--- src/rtl/multicycle_controller.sv ---
// Control FSM for a shared-memory multicycle RISC-V datapath (R, I-ALU, LW, SW)
// with memory ready handshake, illegal-opcode trap and retired-instruction counter.
module multicycle_controller #(
    parameter int unsigned CNT_W = 32
) (
    input  logic             clk,
    input  logic             reset,
    input  logic [6:0]       Opcode,
    input  logic             mem_ready,
    output logic             PCWrite,
    output logic             IRWrite,
    output logic             IorD,
    output logic             ALUSrcA,
    output logic [1:0]       ALUSrcB,
    output logic [1:0]       ALUOp,
    output logic             RegWrite,
    output logic             MemRead,
    output logic             MemWrite,
    output logic             MemtoReg,
    output logic             illegal,
    output logic             retire,
    output logic [CNT_W-1:0] instr_count,
    output logic [3:0]       state_out
);

    typedef enum logic [3:0] {
        FETCH    = 4'd0,
        DECODE   = 4'd1,
        EXEC_R   = 4'd2,
        EXEC_I   = 4'd3,
        MEM_ADDR = 4'd4,
        MEM_RD   = 4'd5,
        MEM_WR   = 4'd6,
        WB_ALU   = 4'd7,
        WB_MEM   = 4'd8,
        TRAP     = 4'd9
    } state_t;

    localparam logic [6:0] OP_R  = 7'b0110011;
    localparam logic [6:0] OP_I  = 7'b0010011;
    localparam logic [6:0] OP_LW = 7'b0000011;
    localparam logic [6:0] OP_SW = 7'b0100011;

    state_t             state;
    state_t             next_state;
    logic [CNT_W-1:0]   count_q;

    always_ff @(posedge clk) begin
        if (reset) begin
            state <= FETCH;
        end else begin
            state <= next_state;
        end
    end

    always_ff @(posedge clk) begin
        if (reset) begin
            count_q <= '0;
        end else if (retire) begin
            count_q <= count_q + CNT_W'(1);
        end
    end

    always_comb begin
        next_state = state;
        PCWrite    = 1'b0;
        IRWrite    = 1'b0;
        IorD       = 1'b0;
        ALUSrcA    = 1'b0;
        ALUSrcB    = 2'b00;
        ALUOp      = 2'b00;
        RegWrite   = 1'b0;
        MemRead    = 1'b0;
        MemWrite   = 1'b0;
        MemtoReg   = 1'b0;
        illegal    = 1'b0;
        retire     = 1'b0;
        case (state)
            FETCH: begin
                MemRead = 1'b1;
                ALUSrcB = 2'b01;
                ALUOp   = 2'b01;
                PCWrite = mem_ready;
                IRWrite = mem_ready;
                if (mem_ready) begin
                    next_state = DECODE;
                end
            end
            DECODE: begin
                case (Opcode)
                    OP_R:         next_state = EXEC_R;
                    OP_I:         next_state = EXEC_I;
                    OP_LW, OP_SW: next_state = MEM_ADDR;
                    default:      next_state = TRAP;
                endcase
            end
            EXEC_R: begin
                ALUSrcA    = 1'b1;
                ALUSrcB    = 2'b00;
                ALUOp      = 2'b10;
                next_state = WB_ALU;
            end
            EXEC_I: begin
                ALUSrcA    = 1'b1;
                ALUSrcB    = 2'b10;
                ALUOp      = 2'b00;
                next_state = WB_ALU;
            end
            MEM_ADDR: begin
                ALUSrcA = 1'b1;
                ALUSrcB = 2'b10;
                ALUOp   = 2'b01;
                // Only LW/SW reach here, so anything other than LW is a store.
                next_state = (Opcode == OP_LW) ? MEM_RD : MEM_WR;
            end
            MEM_RD: begin
                MemRead = 1'b1;
                IorD    = 1'b1;
                if (mem_ready) begin
                    next_state = WB_MEM;
                end
            end
            MEM_WR: begin
                MemWrite = 1'b1;
                IorD     = 1'b1;
                if (mem_ready) begin
                    retire     = 1'b1;
                    next_state = FETCH;
                end
            end
            WB_ALU: begin
                RegWrite   = 1'b1;
                retire     = 1'b1;
                next_state = FETCH;
            end
            WB_MEM: begin
                RegWrite   = 1'b1;
                MemtoReg   = 1'b1;
                retire     = 1'b1;
                next_state = FETCH;
            end
            TRAP: begin
                illegal = 1'b1;
            end
            default: begin
                next_state = FETCH;
            end
        endcase
    end

    assign instr_count = count_q;
    assign state_out   = state;

endmodule
--- config.mk ---
export PLATFORM = sky130hd
export DESIGN_NAME = multicycle_controller
export DESIGN_NICKNAME = d
export VERILOG_FILES = /design/src/rtl/multicycle_controller.sv
export SDC_FILE = /design/constraint.sdc
export NUM_CORES = 1
export LEC_CHECK = 0
export BUFFER_PORTS_ARGS = -buffer_cell sky130_fd_sc_hd__buf_2
export CORE_ASPECT_RATIO = 0.6
export CORE_MARGIN = 8
export CORE_UTILIZATION = 40
export CTS_CLUSTER_SIZE = 12
export DETAILED_ROUTE_END_ITERATION = 10
export PLACE_DENSITY = 0.69
export SYNTH_ARGS = -nofsm -noshare
export SYNTH_HDL_FRONTEND = slang
export SYNTH_SLANG_ARGS = --single-unit
--- constraint.sdc ---
create_clock -name clk -period 4.5 [get_ports clk]
set_input_delay 0.9 -clock clk [delete_from_list [all_inputs] [get_ports clk]]
set_output_delay 0.9 -clock clk [all_outputs]
set_load 0.01 [all_outputs]
==> impl_metrics.env <==
export IMPL_yosysTopAreaCellShare_pct=38.0
export IMPL_nets=294
export IMPL_fillers=458
export IMPL_finalSetupTns_ps=0
export IMPL_cts_tree="done"
export IMPL_fmax_mhz=344
export IMPL_fp_dieW_um=105
export IMPL_grt_use_met2_pct=19.2
export IMPL_grt_max_degree=37
export IMPL_syn_mean_instance_area_um2=8.24
export IMPL_clock_path_buffers=2
export IMPL_ir_drop_mv=0.153
export IMPL_syn2layout_area_growth_pct=22.5
export IMPL_critPathKind="flop to output pin"
export IMPL_synth_area_um2=1900
export IMPL_synthFlopType="dfxtp_1"
export IMPL_grt_ovfl_total=0
export IMPL_synth_nets=241
export IMPL_setup_slack_ps=1590
export IMPL_seq_area_frac_synth_pct=38.0
export IMPL_ff_latch_area_um2=721
export IMPL_synth_distinct_cells=43
export IMPL_routedWlPerCell_um=13.7
export IMPL_hold_class="flop to flop"
export IMPL_dpl_hpwl_um=3470
export IMPL_slew_viol_final=0
export IMPL_place_gp_congestion=0.935
export IMPL_ant_nets=0
export IMPL_drc_errors=0
export IMPL_grt_pass1_vias=1645
export IMPL_yosysWarnings=0
export IMPL_yosys_top_cells_area="dfxtp_1 (38%), xor2_1 (11%), nor2_1 (6.7%)"
export IMPL_routed_via_density=5.18
export IMPL_setup_viol=0
export IMPL_antenna_found_initial=0
export IMPL_cts_sinks=36
export IMPL_initial_utilization_pct=41.5
export IMPL_r2r_slack_ps=2030
export IMPL_root_buffer="clkbuf_8"
export IMPL_synth_commonest_cells="dfxtp_1 (36), nor2_1 (34), xor2_1 (23)"
export IMPL_max_slew_margin_pct=56.6
export IMPL_finalPower_mw=0.740
export IMPL_path_max_fanout=18
export IMPL_met1_usage_pct=17.9
export IMPL_maxCapViolations=0
export IMPL_finalCriticalPeriod_ps=2910
export IMPL_clock_latency_ps=280
export IMPL_io_pins=60
export IMPL_port_buffers=59
export IMPL_htree_levels=2
export IMPL_async_reset_ff_share_pct=0
export IMPL_clock_skew_ps=3.89
export IMPL_power_per_cell_area_nw_per_um2=319
export IMPL_drt_iter0_drc=104
export IMPL_grt_pass1_wl_um=8240
export IMPL_dieHeight_um=69.3
export IMPL_crit_required_ps=3600
export IMPL_num_vias=1799
export IMPL_clk_pin_slew_worst_paths_ps=70
export IMPL_hold_buffers=0
export IMPL_ys_ff_latch=36
export IMPL_post_cts_resized=0
export IMPL_busiest_layer="met2"
export IMPL_synth_largest_area_cell="dfxtp_1"
export IMPL_row_count=19
export IMPL_worstSetupStartpointType="flop"
export IMPL_worst_pin_slew_ps=652
export IMPL_cp_end_kind="output pin"
export IMPL_die_area_um2=7270
export IMPL_synth_edf_count=0
export IMPL_drive_above_1_share_pct=26.1
export IMPL_num_antenna_cells=0
export IMPL_syn_inst=230
export IMPL_drt_wl_total_um=4740
export IMPL_final_hold_violation_count=0
export IMPL_rsz0062_at_grt="false"
export IMPL_worst_ep_arrival_time_ps=2010
export IMPL_p_leak_nw=0.946
export IMPL_grt_util_met3_pct=4.82
export IMPL_grtUsageTotal_pct=13.2
export IMPL_status="finished clean"
export IMPL_post_route_period_util_pct=64.6
export IMPL_drtPass1Iterations=4
export IMPL_multi_input_area_um2=1090
export IMPL_core_area_um2=4560
export IMPL_cts_setup_buffers=0
export IMPL_yosysMostFrequentCell="dfxtp_1"
export IMPL_post_place_ws_ps=1790
export IMPL_tritoncts_num_buffers=5
==> report_power, final <==
group,internal (mW),total (mW),switching (mW)
combinational,0.0492,0.109,0.0596
clock,0.164,0.282,0.118
sequential,0.325,0.350,0.0250
==> cell type report <==
| type | instances | share of cell area (%) |
|---|---|---|
| timing repair buffer | 60 | 13.0 |
| clock buffer | 5 | 2.96 |
| tap | 63 | 3.39 |
| clock inverter | 3 | 1.83 |
| inverter | 4 | 0.647 |
| multi-input combinational | 176 | 47.1 |
| sequential | 36 | 31.0 |
==> per-layer routing <==
| layer | vias up | share of wire (%) |
|---|---|---|
| li1 | 916 | - |
| met1 | 817 | 50 |
| met2 | 64 | 43 |
| met3 | 2 | 7.2 |
| met4 | 0 | 0.36 |
| met5 | - | 0 |
==> worst paths after layout <==
kind,startpoint,end,depth (start not counted)
max reg2reg,state_out[3],instr_count[27],5
max,state_out[3],retire,3
min,instr_count[31],instr_count[31],2
min reg2reg,instr_count[31],instr_count[31],2
==> stage by stage <==
stage	std cells	util, %	area, um^2	hold slack, ps
after floorplan	230	-	1900	507
after global placement	339	48.4	2210	470
after detailed placement	339	48.4	2210	480
after CTS	347	50.9	2320	492
after global routing	347	50.9	2320	540
final	347	50.9	2320	488
==> registers in the layout, summed over array words and instances (netlist names) <==
register and cells:
state_out 4, instr_count 32
==> critical path, cell delays in order, from the launching register on <==
cell,delay [ps]
dfxtp_1,670
or4b_4,600
o21ai_1,240
buf_2,210
==> cell usage in the layout, fill, tap and decap left out, types with 2 or more instances in the layout <==
cell | synthesis | routed
nand4b_1 | 2 | 2
o21ai_1 | 6 | 6
nand4_1 | 15 | 15
nor2_1 | 34 | 34
buf_2 | 2 | 59
a221oi_1 | 2 | 2
nor3_2 | 2 | 2
or3_1 | 5 | 5
nand3_1 | 15 | 15
xor2_1 | 23 | 23
clkbuf_8 | 0 | 5
inv_1 | 4 | 4
nor4_1 | 2 | 2
and2_1 | 2 | 2
dfxtp_1 | 36 | 36
nand2_1 | 14 | 14
nor2b_1 | 2 | 2
o21ai_0 | 4 | 4
o22ai_4 | 2 | 2
and3_1 | 5 | 5
nand2b_1 | 7 | 7
xnor2_1 | 4 | 4
nor3_1 | 6 | 6
a21oi_1 | 8 | 8
==> logic make-up (layout without fill, tap and decap cells) <==
family	after synthesis	after routing	share of synthesized area, %
AO/OA/AOI/OAI	30	30	11.1
XOR/XNOR	27	27	12.5
adder cells (fa/ha/maj)	1	1	0.660
buffers and inverters	18	72	4.29
flip-flops	36	36	38.0
multiplexers	1	1	0.528
AND/OR/NAND/NOR	117	117	32.9
(Power assumes the default switching activity.)
